### config.mk
export PLATFORM = sky130hd
export DESIGN_NAME = alu_issue_stage
export DESIGN_NICKNAME = d
export VERILOG_FILES = /design/src/rtl/alu_issue_stage_pkg.sv /design/src/rtl/alu_op_decode.sv /design/src/rtl/alu_issue_stage.sv
export SDC_FILE = /design/constraint.sdc
export NUM_CORES = 1
export LEC_CHECK = 0
export CORE_MARGIN = 5
export CORE_UTILIZATION = 43
export DETAILED_ROUTE_END_ITERATION = 7
export PLACE_DENSITY_LB_ADDON = 0.3
export RECOVER_POWER = 25
export SYNTH_ARGS = -nofsm -noshare
export SYNTH_HDL_FRONTEND = slang
export SYNTH_SLANG_ARGS = --single-unit
### constraint.sdc
create_clock -name clk -period 2.55 [get_ports clk]
set_input_delay 0.765 -clock clk [delete_from_list [all_inputs] [get_ports clk]]
set_output_delay 0.765 -clock clk [all_outputs]
set_load 0.01 [all_outputs]
### src/rtl/alu_issue_stage_pkg.sv
// Shared definitions for the ALU issue stage.
// - alu_op_e    : ALU operation codes driven onto the ALU's ALUop input
// - OPC_* / F3_* / F7_* : RV32I opcode, funct3 and funct7 field values
// - LINK_OFFSET : byte offset of the return address for JAL/JALR
// - base_op()   : maps an OP/OP-IMM funct3 to its ALU operation
package alu_issue_stage_pkg;

  typedef enum logic [4:0] {
    ALU_ADD    = 5'd0,
    ALU_SUB    = 5'd1,
    ALU_SLL    = 5'd2,
    ALU_SLT    = 5'd3,
    ALU_SLTU   = 5'd4,
    ALU_XOR    = 5'd5,
    ALU_SRL    = 5'd6,
    ALU_SRA    = 5'd7,
    ALU_OR     = 5'd8,
    ALU_AND    = 5'd9,
    ALU_COPY_B = 5'd10,
    ALU_EQ     = 5'd11,
    ALU_NE     = 5'd12,
    ALU_LT     = 5'd13,
    ALU_GE     = 5'd14,
    ALU_LTU    = 5'd15,
    ALU_GEU    = 5'd16
  } alu_op_e;

  localparam logic [6:0] OPC_OP     = 7'b0110011;
  localparam logic [6:0] OPC_OPIMM  = 7'b0010011;
  localparam logic [6:0] OPC_LUI    = 7'b0110111;
  localparam logic [6:0] OPC_AUIPC  = 7'b0010111;
  localparam logic [6:0] OPC_JAL    = 7'b1101111;
  localparam logic [6:0] OPC_JALR   = 7'b1100111;
  localparam logic [6:0] OPC_BRANCH = 7'b1100011;
  localparam logic [6:0] OPC_LOAD   = 7'b0000011;
  localparam logic [6:0] OPC_STORE  = 7'b0100011;

  localparam logic [2:0] F3_ADD_SUB = 3'b000;
  localparam logic [2:0] F3_SLL     = 3'b001;
  localparam logic [2:0] F3_SLT     = 3'b010;
  localparam logic [2:0] F3_SLTU    = 3'b011;
  localparam logic [2:0] F3_XOR     = 3'b100;
  localparam logic [2:0] F3_SR      = 3'b101;
  localparam logic [2:0] F3_OR      = 3'b110;
  localparam logic [2:0] F3_AND     = 3'b111;

  localparam logic [2:0] F3_BEQ  = 3'b000;
  localparam logic [2:0] F3_BNE  = 3'b001;
  localparam logic [2:0] F3_BLT  = 3'b100;
  localparam logic [2:0] F3_BGE  = 3'b101;
  localparam logic [2:0] F3_BLTU = 3'b110;
  localparam logic [2:0] F3_BGEU = 3'b111;

  localparam logic [6:0] F7_BASE = 7'b0000000;
  localparam logic [6:0] F7_ALT  = 7'b0100000;

  localparam int LINK_OFFSET = 4;

  // Register-register and register-immediate forms share one funct3 table;
  // the SUB/SRA variants are selected separately by funct7.
  function automatic alu_op_e base_op(input logic [2:0] f3);
    case (f3)
      F3_ADD_SUB: base_op = ALU_ADD;
      F3_SLL:     base_op = ALU_SLL;
      F3_SLT:     base_op = ALU_SLT;
      F3_SLTU:    base_op = ALU_SLTU;
      F3_XOR:     base_op = ALU_XOR;
      F3_SR:      base_op = ALU_SRL;
      F3_OR:      base_op = ALU_OR;
      default:    base_op = ALU_AND;
    endcase
  endfunction

endpackage

### src/rtl/alu_op_decode.sv
// Combinational RV32I decode into an ALU request.
// - inst, pc, rs1_data, rs2_data : instruction word and its operands
// - alu_op, a, b                 : ALU operation and operands
// - rd, rd_we                    : destination register and write enable (0 for x0)
// - is_branch                    : conditional branch, ALU result is the taken flag
// - illegal                      : unrecognised encoding; alu_op=ADD, rd_we=0
module alu_op_decode
  import alu_issue_stage_pkg::*;
#(
  parameter int DW  = 32,
  parameter int OPW = 5
) (
  input  logic [31:0]    inst,
  input  logic [DW-1:0]  pc,
  input  logic [DW-1:0]  rs1_data,
  input  logic [DW-1:0]  rs2_data,
  output logic [OPW-1:0] alu_op,
  output logic [DW-1:0]  a,
  output logic [DW-1:0]  b,
  output logic [4:0]     rd,
  output logic           rd_we,
  output logic           is_branch,
  output logic           illegal
);

  logic [6:0]    opcode;
  logic [2:0]    funct3;
  logic [6:0]    funct7;
  logic [DW-1:0] imm_i, imm_s, imm_u, shamt, link;
  logic          wants_rd;

  assign opcode = inst[6:0];
  assign funct3 = inst[14:12];
  assign funct7 = inst[31:25];

  // Signed size casts sign-extend from instruction bit 31.
  assign imm_i = DW'($signed(inst[31:20]));
  assign imm_s = DW'($signed({inst[31:25], inst[11:7]}));
  assign imm_u = DW'($signed({inst[31:12], 12'b0}));
  assign shamt = DW'(inst[24:20]);
  assign link  = DW'(LINK_OFFSET);

  always_comb begin
    alu_op    = OPW'(ALU_ADD);
    a         = '0;
    b         = '0;
    rd        = inst[11:7];
    rd_we     = 1'b0;
    is_branch = 1'b0;
    illegal   = 1'b0;
    wants_rd  = 1'b0;

    case (opcode)
      OPC_OP: begin
        a        = rs1_data;
        b        = rs2_data;
        wants_rd = 1'b1;
        if (funct7 == F7_BASE)
          alu_op = OPW'(base_op(funct3));
        else if (funct7 == F7_ALT && funct3 == F3_ADD_SUB)
          alu_op = OPW'(ALU_SUB);
        else if (funct7 == F7_ALT && funct3 == F3_SR)
          alu_op = OPW'(ALU_SRA);
        else
          illegal = 1'b1;
      end
      OPC_OPIMM: begin
        a        = rs1_data;
        b        = imm_i;
        wants_rd = 1'b1;
        alu_op   = OPW'(base_op(funct3));
        // Shift-immediates reuse imm[11:5] as funct7, so it must be checked.
        if (funct3 == F3_SLL || funct3 == F3_SR) begin
          b = shamt;
          if (funct3 == F3_SR && funct7 == F7_ALT)
            alu_op = OPW'(ALU_SRA);
          else if (funct7 != F7_BASE)
            illegal = 1'b1;
        end
      end
      OPC_LUI: begin
        alu_op   = OPW'(ALU_COPY_B);
        b        = imm_u;
        wants_rd = 1'b1;
      end
      OPC_AUIPC: begin
        a        = pc;
        b        = imm_u;
        wants_rd = 1'b1;
      end
      OPC_JAL, OPC_JALR: begin
        // The ALU only produces the link value; the target is computed elsewhere.
        a        = pc;
        b        = link;
        wants_rd = 1'b1;
      end
      OPC_BRANCH: begin
        a         = rs1_data;
        b         = rs2_data;
        is_branch = 1'b1;
        case (funct3)
          F3_BEQ:  alu_op = OPW'(ALU_EQ);
          F3_BNE:  alu_op = OPW'(ALU_NE);
          F3_BLT:  alu_op = OPW'(ALU_LT);
          F3_BGE:  alu_op = OPW'(ALU_GE);
          F3_BLTU: alu_op = OPW'(ALU_LTU);
          F3_BGEU: alu_op = OPW'(ALU_GEU);
          default: illegal = 1'b1;
        endcase
      end
      OPC_LOAD: begin
        a        = rs1_data;
        b        = imm_i;
        wants_rd = 1'b1;
      end
      OPC_STORE: begin
        a = rs1_data;
        b = imm_s;
      end
      default: illegal = 1'b1;
    endcase

    if (illegal) begin
      alu_op    = OPW'(ALU_ADD);
      a         = '0;
      b         = '0;
      is_branch = 1'b0;
    end else begin
      rd_we = wants_rd && (rd != 5'd0);
    end
  end

endmodule

### src/rtl/alu_issue_stage.sv
// Decode/issue stage in front of the ALU with a 2-entry skid buffer.
// - clk, rst_n (async, active-low), flush (sync squash of all held beats)
// - in_valid/in_ready + in_inst/in_pc/in_rs1_data/in_rs2_data : upstream beat
// - out_valid/out_ready + out_* : registered ALU request toward execute
// The head entry drives out_*; the skid entry catches one beat while the head
// is stalled, so in_ready depends only on a register.
module alu_issue_stage
  import alu_issue_stage_pkg::*;
#(
  parameter int DW  = 32,
  parameter int OPW = 5
) (
  input  logic           clk,
  input  logic           rst_n,
  input  logic           flush,
  input  logic           in_valid,
  output logic           in_ready,
  input  logic [31:0]    in_inst,
  input  logic [DW-1:0]  in_pc,
  input  logic [DW-1:0]  in_rs1_data,
  input  logic [DW-1:0]  in_rs2_data,
  output logic           out_valid,
  input  logic           out_ready,
  output logic [OPW-1:0] out_alu_op,
  output logic [DW-1:0]  out_a,
  output logic [DW-1:0]  out_b,
  output logic [DW-1:0]  out_store_data,
  output logic [4:0]     out_rd,
  output logic           out_rd_we,
  output logic           out_is_branch,
  output logic           out_illegal
);

  // Packed entry: {alu_op, a, b, store_data, rd, rd_we, is_branch, illegal}
  localparam int EW = OPW + 3 * DW + 5 + 3;

  logic [OPW-1:0] dec_alu_op;
  logic [DW-1:0]  dec_a, dec_b;
  logic [4:0]     dec_rd;
  logic           dec_rd_we, dec_is_branch, dec_illegal;
  logic [EW-1:0]  in_word;

  logic [EW-1:0]  head_reg, skid_reg;
  logic           head_valid_reg, skid_valid_reg;
  logic           accept, retire;

  alu_op_decode #(.DW(DW), .OPW(OPW)) u_decode (
    .inst      (in_inst),
    .pc        (in_pc),
    .rs1_data  (in_rs1_data),
    .rs2_data  (in_rs2_data),
    .alu_op    (dec_alu_op),
    .a         (dec_a),
    .b         (dec_b),
    .rd        (dec_rd),
    .rd_we     (dec_rd_we),
    .is_branch (dec_is_branch),
    .illegal   (dec_illegal)
  );

  assign in_word = {dec_alu_op, dec_a, dec_b, in_rs2_data, dec_rd,
                    dec_rd_we, dec_is_branch, dec_illegal};

  assign accept = in_valid && !skid_valid_reg;
  assign retire = head_valid_reg && out_ready;

  always_ff @(posedge clk or negedge rst_n) begin
    if (!rst_n) begin
      head_valid_reg <= 1'b0;
      skid_valid_reg <= 1'b0;
      head_reg       <= '0;
      skid_reg       <= '0;
    end else if (flush) begin
      head_valid_reg <= 1'b0;
      skid_valid_reg <= 1'b0;
    end else if (!head_valid_reg || retire) begin
      // Head is free this cycle: the older skid beat moves up first. When the
      // skid is occupied, accept is 0, so the skid simply empties.
      if (skid_valid_reg) begin
        head_reg       <= skid_reg;
        head_valid_reg <= 1'b1;
        skid_valid_reg <= 1'b0;
      end else begin
        head_valid_reg <= accept;
        if (accept)
          head_reg <= in_word;
      end
    end else if (accept) begin
      skid_reg       <= in_word;
      skid_valid_reg <= 1'b1;
    end
  end

  assign in_ready  = !skid_valid_reg;
  assign out_valid = head_valid_reg;
  assign {out_alu_op, out_a, out_b, out_store_data, out_rd,
          out_rd_we, out_is_branch, out_illegal} = head_reg;

endmodule

==> summary.txt, run 1 <==
Outcome
  – Result of the run: finished, final reports clean

GRT
  – Initial antenna violation count: 3
  – Total congestion overflow after global routing: 0
  – Pin count of the biggest net entering global routing: 84
  – Via count of the first global-routing pass: 9520
  – Total routing usage reported by global routing: 0.242
  – Global-route wire length before repair: 52.3 mm

Logic synthesis
  – Cell count after synthesis: 1057
  – Number of register bits inferred by synthesis: 220
  – Post-Synth Adder-Cell Area: 0
  – Predominant post-synthesis flop cell: sky130_fd_sc_hd__dfrtp_1
  – Synth Cell Area: 10300 um^2
  – Xor and xnor area share after synthesis: 0.00169
  – Multiplexer share of the synthesized area: 0.0772
  – Compound-cell area share of the yosys netlist: 0.204
  – Commonest cells post-synth: 220 x sky130_fd_sc_hd__dfrtp_1, 162 x sky130_fd_sc_hd__nand2_1, 114 x sky130_fd_sc_hd__nor2_1, 87 x sky130_fd_sc_hd__o21ai_0, 82 x sky130_fd_sc_hd__clkbuf_1
  – Post-synthesis average cell area: 9.78 um^2
  – Largest family of logic cells by synthesized area: compound AO/OA/AOI/OAI gates
  – Most area-consuming cells after synthesis: sky130_fd_sc_hd__dfrtp_1 53%, sky130_fd_sc_hd__nand2_1 5.9%, sky130_fd_sc_hd__a221oi_1 4.8%
  – Synth Area in Simple Gates: 0.148
  – Most frequent cell after synthesis: sky130_fd_sc_hd__dfrtp_1
  – Share of synthesized area occupied by flip-flops and latches: 0.532
  – Cell type with the largest total area after synthesis: sky130_fd_sc_hd__dfrtp_1
  – YS warnings: 0
  – Cell variety after synth: 59
  – Share of synthesized registers carrying an async set or reset: 1.00
  – Mapped Nets: 1190
  – Count of flip-flops with a built-in enable after synthesis: 0
  – Yosys top cell area share: 0.532

Floorplan
  – Horizontal die dimension: 165 um
  – Boundary Pins: 244
  – Die span in y: 165 um
  – Full die area: 27200 um^2
  – Core Footprint: 23500 um^2
  – Number of rows in the core area: 56
  – Initial core utilization: 0.439

Critical path
  – Critical path class: in -> reg
  – Critical Path Start Type: input port
  – Peak fanout along the critical path: 8
  – Kind of end point of the critical path: flop
  – Worst endpoint required time: 2.95 ns
  – Worst-case register-to-register setup slack: 0.22 ns
  – CP arrival: 2.87 ns

CTS
  – Max Buffers Root-to-Sink: 3
  – Clock tree from TritonCTS: built
  – CTS clock-pin slew for the worst setup and hold paths: 0.06 ns
  – Number of buffers inserted during clock tree synthesis: 24
  – Later-pin clock latency in the skew report: 0.51 ns
  – Number of buffers added to fix hold violations after cts: 0
  – CTS sink cnt: 220
  – Root Driver: sky130_fd_sc_hd__clkbuf_16
  – H-Tree Level Count: 1

Detailed routing
  – Per-cell routed wire length: 19.7 um
  – Final wirelength: 33.6 mm
  – Drt initial violations: 703
  – DRC violation count after routing: 0
  – Number of vias per cell: 5.64
  – Routed via count: 9605
  – First-pass DRT Iterations: 7
  – Final ANT Viol Nets: 0

Pwr
  – Static Leakage: 6.45 nW
  – Power per cell area: 637 nW/um^2
  – Worst vdd rail ir drop: 0.415 mV

Hold path
  – Worst Hold Class: reg -> reg

Final layout
  – Finished Core Util: 0.643
  – Share of final-layout standard cells stronger than drive strength 1: 0.192
  – N_diodes: 0
  – Final net count: 1498
  – Area added between synthesis and finish: 46.5%
  – Layout filler cell count: 1897
  – Design area: 15100 um^2

Timing
  – Count of endpoints failing hold in the final timing report: 0
  – Final total negative setup slack: 0 ns
  – Transition time at the pin with the least slew margin: 1.36 ns
  – Final worst clock skew: 0.00903 ns
  – Number of pins exceeding their max-slew limit in the final report: 0
  – Final critical-path share of the clock period: 0.970
  – Post-route worst hold slack: 0.476 ns
  – Number of endpoints failing setup at the final stage: 0
  – Worst-case headroom to the max-slew limit: 0.0930
  – Final critical path time including I/O delays and setup: 2.47 ns
  – Peak clock frequency supported by timing: 404 MHz

Placed design
  – Placer congestion estimate: 0.932
  – HPWL after DPL: 23.5 mm
  – Count of buffers from port buffering: 243
  – DP Area: 14100 um^2

Run
  – Number of maximum-capacitance constraint violations: 0
-- worst paths after layout --
check | start | endpoint | cells after the start
worst min-delay path | head_reg[7] | head_reg[7] | 2
min in group asynchronous | rst_n | head_reg[29] | 1
worst max-delay path | in_inst[26] | skid_reg[53] | 10
max in group asynchronous | rst_n | skid_reg[73] | 2
worst min register to register | head_reg[7] | head_reg[7] | 2
worst max register to register | skid_valid_reg | head_reg[21] | 5
-- routing by layer --
metal | wire length (um) | GRT usage | vias to the layer above | part of all wire
met2 | 15900 | 0.386 | 374 | 0.47
met1 | 14000 | 0.330 | 4753 | 0.42
li1 | - | - | 4413 | -
met4 | 849 | 0.0654 | 6 | 0.025
met3 | 2800 | 0.0601 | 59 | 0.083
met5 | 33 | 0 | - | 0.00098
-- kinds of logic (layout without fill, tap and decap cells) --
kind of cell / Yosys count / after routing
multiplexers: 75 / 75
flip-flops: 220 / 220
AO/OA/AOI/OAI: 312 / 312
buffers and inverters: 97 / 423
XOR/XNOR: 2 / 2
AND/OR/NAND/NOR: 351 / 351
-- critical path, stage by stage --
cell	delay, ns
sky130_fd_sc_hd__dlygate4sd2_1	0.26
sky130_fd_sc_hd__nor4_2	0.30
sky130_fd_sc_hd__buf_4	0.18
sky130_fd_sc_hd__and2_2	0.15
sky130_fd_sc_hd__a2111oi_2	0.06
sky130_fd_sc_hd__buf_4	0.16
sky130_fd_sc_hd__or3_4	0.39
sky130_fd_sc_hd__buf_2	0.20
sky130_fd_sc_hd__buf_4	0.15
sky130_fd_sc_hd__o31ai_1	0.27
-- final cells by class --
class | instances | area [um^2] | share of cell area
inverter | 4 | 15.0 | 0.000991
tap | 319 | 399 | 0.0264
clock inverter | 7 | 35.0 | 0.00231
clock buffer | 37 | 771 | 0.0509
timing repair buffer | 375 | 3660 | 0.242
sequential | 220 | 5510 | 0.364
multi-input combinational | 740 | 4750 | 0.314
-- timing repair --
item	4_1_cts	5_1_grt
buffers inserted	0	4
setup endpoints to repair	45	112
cloned	2	0
pin swaps	3	4
resized for setup	11	52
-- layout by cell type, fill, tap and decap left out, drive strengths merged, types with 25 or more instances in the layout --
cell type / instances
a21oi: 62
a221oi: 57
a22o: 33
buf: 129
clkbuf: 41
clkdlybuf4s50: 228
dfrtp: 220
mux2: 38
mux2i: 37
nand2: 162
nand2b: 25
nor2: 114
o21ai: 88
o31ai: 30
-- where the power goes --
group,switching [mW],internal [mW],leakage (nW)
logic,0.916,1.08,3.24
registers,0.250,3.92,2.81
clock network,1.41,2.07,0.410
total,2.58,7.07,6.45
-- per-stage QoR --
stage               power [mW]  cells  setup slack, ns
global placement          6.13   1652           -0.590
floorplan                 4.93   1057           0.0458
CTS                       9.67   1698         0.000733
global route              10.1   1702          -0.0110
detailed placement        6.18   1652           -0.664
finish                    9.65   1702           0.0775
(Power assumes the default switching activity.)
==> inputs of run 2 (changes only) <==
--- a/config.mk
+++ b/config.mk
@@ -5,8 +5,9 @@
 export SDC_FILE = /design/constraint.sdc
 export NUM_CORES = 1
 export LEC_CHECK = 0
+export ABC_CLOCK_PERIOD_IN_PS = 2550
 export CORE_MARGIN = 5
-export CORE_UTILIZATION = 43
+export CORE_UTILIZATION = 50
 export DETAILED_ROUTE_END_ITERATION = 7
 export PLACE_DENSITY_LB_ADDON = 0.3
 export RECOVER_POWER = 25
==> run 2 against run 1 <==
The run now ends with capacitance limit, slew limit, setup timing left. Setup slack lost 0.087 ns. Non-clock buffer count shrank 8. First-iteration DRC count grew 28%. Sequential share of layout area is essentially flat. Power is essentially flat. Global-route usage grew 3.2 points. Via count grew 0.95%. Clock skew shrank 0.0020 ns. Highest routed layer unchanged. Critical path depth grew 2. Wire length grew 0.43%.
==> summary.txt, run 2 (synthesis results as in run 1) <==
Outcome
  – Result of the run: complete, but fails checks
  – Violations in the final reports: capacitance limit, slew limit, setup timing

Timing
  – Count of endpoints failing hold in the final timing report: 0 (unchanged)
  – Final worst clock skew: 0.00705 ns (-0.00198 ns)
  – Worst-case headroom to the max-slew limit: -0.370 (-0.462)
  – Peak clock frequency supported by timing: 391 MHz (-3.4%)
  – Transition time at the pin with the least slew margin: 2.05 ns (+0.694 ns)
  – Final critical-path share of the clock period: 1.00 (+0.0341)
  – Final critical path time including I/O delays and setup: 2.56 ns (+0.0870 ns)
  – Post-route worst hold slack: 0.478 ns (+0.00231 ns)
  – Least setup slack across all paths after layout: -0.00959 ns (-0.0870 ns)
  – Number of endpoints failing setup at the final stage: 1 (+1)
  – Number of pins exceeding their max-slew limit in the final report: 68 (+68)

Pwr
  – Clock network fraction of total power: 0.354 (-0.007)
  – Power share of the sequential group: 0.432 (about the same)
  – Final total power: 9.65 mW (about the same)
  – Switching Share: 0.265 (-0.00195)
  – Power per cell area: 637 nW/um^2 (about the same)
  – Worst vdd rail ir drop: 0.488 mV (+18%)
  – Net Switching: 2.56 mW (-0.76%)
  – Comb power frac: 0.214 (+0.008)
  – Pint: 7.09 mW (+0.23%)
  – Static Leakage: 6.42 nW (-0.54%)

Placed design
  – DP Area: 13900 um^2 (-1.2%)
  – Placer congestion estimate: 0.845 (-9.3%)
  – HPWL after DPL: 22.9 mm (-2.8%)
  – Count of buffers from port buffering: 243 (unchanged)

Detailed routing
  – Routed via count: 9696 (+0.95%)
  – Drt initial violations: 897 (+28%)
  – DRC violation count after routing: 0 (unchanged)
  – First-pass DRT Iterations: 6 (-1)
  – Final ANT Viol Nets: 0 (unchanged)
  – Final wirelength: 33.7 mm (+0.43%)
  – Number of vias per cell: 5.89 (+4.4%)
  – Per-cell routed wire length: 20.5 um (+3.9%)
  – Top Metal Used: met5
  – Met3 routed WL: 2.68 mm (-4.3%)
  – Met1 Wirelength: 13.6 mm (-3.3%)
  – Met2 Wirelength: 16.0 mm (+0.93%)

CTS
  – Number of buffers added to fix hold violations after cts: 0 (unchanged)
  – Number of buffers inserted during clock tree synthesis: 24 (unchanged)
  – Clock tree from TritonCTS: built
  – CTS sink cnt: 220 (unchanged)
  – CTS clock-pin slew for the worst setup and hold paths: 0.06 ns (about the same)
  – Root Driver: sky130_fd_sc_hd__clkbuf_16
  – H-Tree Level Count: 1 (unchanged)
  – Max Buffers Root-to-Sink: 3 (unchanged)
  – Later-pin clock latency in the skew report: 0.52 ns (about the same)

Critical path
  – Delay-heaviest family, CP: buffers and inverters
  – Critical Path Start Type: input port
  – Worst endpoint required time: 2.94 ns (about the same)
  – Peak fanout along the critical path: 11 (+3)
  – Kind of end point of the critical path: flop
  – Most repeated library cell on the critical path: sky130_fd_sc_hd__buf_4
  – Crit-path max cell delay: 0.44 ns (+0.05 ns)
  – CP arrival: 2.95 ns (+0.08 ns)
  – Ordered cell list for the critical path: clkdlybuf4s50_1 > buf_6 > nor4_2 > buf_4 > a32o_2 > buf_4 > nor4_4 > buf_4 > buf_4 > buf_12 > a221oi_1 > nor2_1
  – Critical path class: in -> reg
  – Crit path buffers/inverters: 7 (+2)
  – CP max stage cell: sky130_fd_sc_hd__clkdlybuf4s50_1

Final layout
  – Layout filler cell count: 1421 (-25%)
  – Most common library cell in the layout ignoring fill and taps: sky130_fd_sc_hd__clkdlybuf4s50_1
  – Most frequent cells in the layout: 228 x sky130_fd_sc_hd__clkdlybuf4s50_1, 219 x sky130_fd_sc_hd__dfrtp_1, 159 x sky130_fd_sc_hd__nand2_1
  – Footprint of the multi-input gates: 4760 um^2 (+0.21%)
  – Final net count: 1490 (-0.53%)
  – Area added between synthesis and finish: 46.3% (about the same)
  – Finished Core Util: 0.745 (+0.102)
  – Design area: 15100 um^2 (about the same)
  – Share of final-layout standard cells stronger than drive strength 1: 0.182 (-0.0103)
  – Area used by sequential logic in the layout: 5510 um^2 (unchanged)

GRT
  – Pin count of the biggest net entering global routing: 74 (-12%)
  – Total congestion overflow after global routing: 0 (unchanged)
  – Initial antenna violation count: 3 (unchanged)
  – Via count of the first global-routing pass: 9633 (+1.2%)
  – Total routing usage reported by global routing: 0.273 (+0.0315)
  – Global-route wire length before repair: 52.6 mm (+0.45%)

Floorplan
  – Die span in y: 154 um (-6.8%)
  – Horizontal die dimension: 154 um (-6.8%)
  – Full die area: 23700 um^2 (-13%)
  – Initial core utilization: 0.509 (+0.0702)
  – Number of rows in the core area: 52 (-7.1%)
  – Core Footprint: 20300 um^2 (-14%)
  – Boundary Pins: 244 (unchanged)

Hold path
  – Worst Hold Class: reg -> reg

Run
  – Number of maximum-capacitance constraint violations: 1 (+1)
## run 2: cell types whose count changed in the layout (fill, tap and decap cells not counted), moves of 5 or more
cell | previous run | this run
sky130_fd_sc_hd__clkinv_2 | 7 | 2
sky130_fd_sc_hd__clkbuf_8 | 10 | 5
sky130_fd_sc_hd__buf_4 | 105 | 93
sky130_fd_sc_hd__buf_12 | 18 | 24
sky130_fd_sc_hd__clkbuf_1 | 3 | 8
sky130_fd_sc_hd__a221oi_2 | 25 | 19
sky130_fd_sc_hd__a221oi_1 | 31 | 38
## run 2: what timing repair did
action,4_1_cts,5_1_grt
hold endpoints to repair,0,0
gates cloned,3,0
pin swaps,9,7
setup buffers,8,5
gates resized for setup,32,35
setup endpoints to repair,137,115
## run 2: final timing paths
path                                  to  depth (start not counted)      startpoint  slack (ns)
setup / recovery            head_reg[40]                         12      in_inst[3]       -0.01
hold reg to reg              head_reg[0]                          2     head_reg[0]        0.48
setup reg to reg           head_reg[100]                          7  skid_valid_reg        0.42
min in group asynchronous   head_reg[27]                          1           rst_n        0.84
max in group asynchronous   skid_reg[70]                          1           rst_n        0.51
hold / removal               head_reg[0]                          2     head_reg[0]        0.48
## run 2: final cells by class
class,count,share of cell area
clock inverters,4,0.00314
inverters,4,0.000992
multi-input cells,740,0.315
diodes,3,0.000496
well taps,270,0.0223
repair buffers,367,0.246
flip-flops and latches,220,0.364
clock buffers,38,0.0479
## run 2: power by group through the flow
stage / Clock (mW) / Combinational, mW / Sequential [mW]
6_report: 3.42 / 2.06 / 4.17
3_3_place_gp: 0 / 1.92 / 4.20
4_1_cts: 3.45 / 2.04 / 4.16
5_1_grt: 3.60 / 2.22 / 4.22
3_5_place_dp: 0 / 1.95 / 4.22
2_1_floorplan: 0 / 0.628 / 4.30
## run 2: worst register-to-register path, cell delays in order (launching register included)
cell and delay [ns]:
sky130_fd_sc_hd__dfrtp_4 0.46, sky130_fd_sc_hd__buf_4 0.33, sky130_fd_sc_hd__nor2_1 0.13, sky130_fd_sc_hd__nor2_1 0.23, sky130_fd_sc_hd__nand2_4 0.17, sky130_fd_sc_hd__buf_4 0.29
sky130_fd_sc_hd__a221oi_1 0.31, sky130_fd_sc_hd__nor2_1 0.09
## run 2: stage by stage
step | cells | TNS (ns) | setup WS (ns)
after floorplan | 1057 | 0 | 0.0458
after global placement | 1585 | -112.38 | -0.950
after detailed placement | 1585 | -116.62 | -0.991
after CTS | 1638 | 0 | 0.00326
after global routing | 1645 | -0.112 | -0.0410
final | 1646 | -0.00959 | -0.00959
## run 2: layer usage
metal / vias up / GRT usage
met5: - / 0
met1: 4793 / 0.372
met2: 416 / 0.429
met4: 2 / 0.115
met3: 87 / 0.0548
li1: 4398 / -
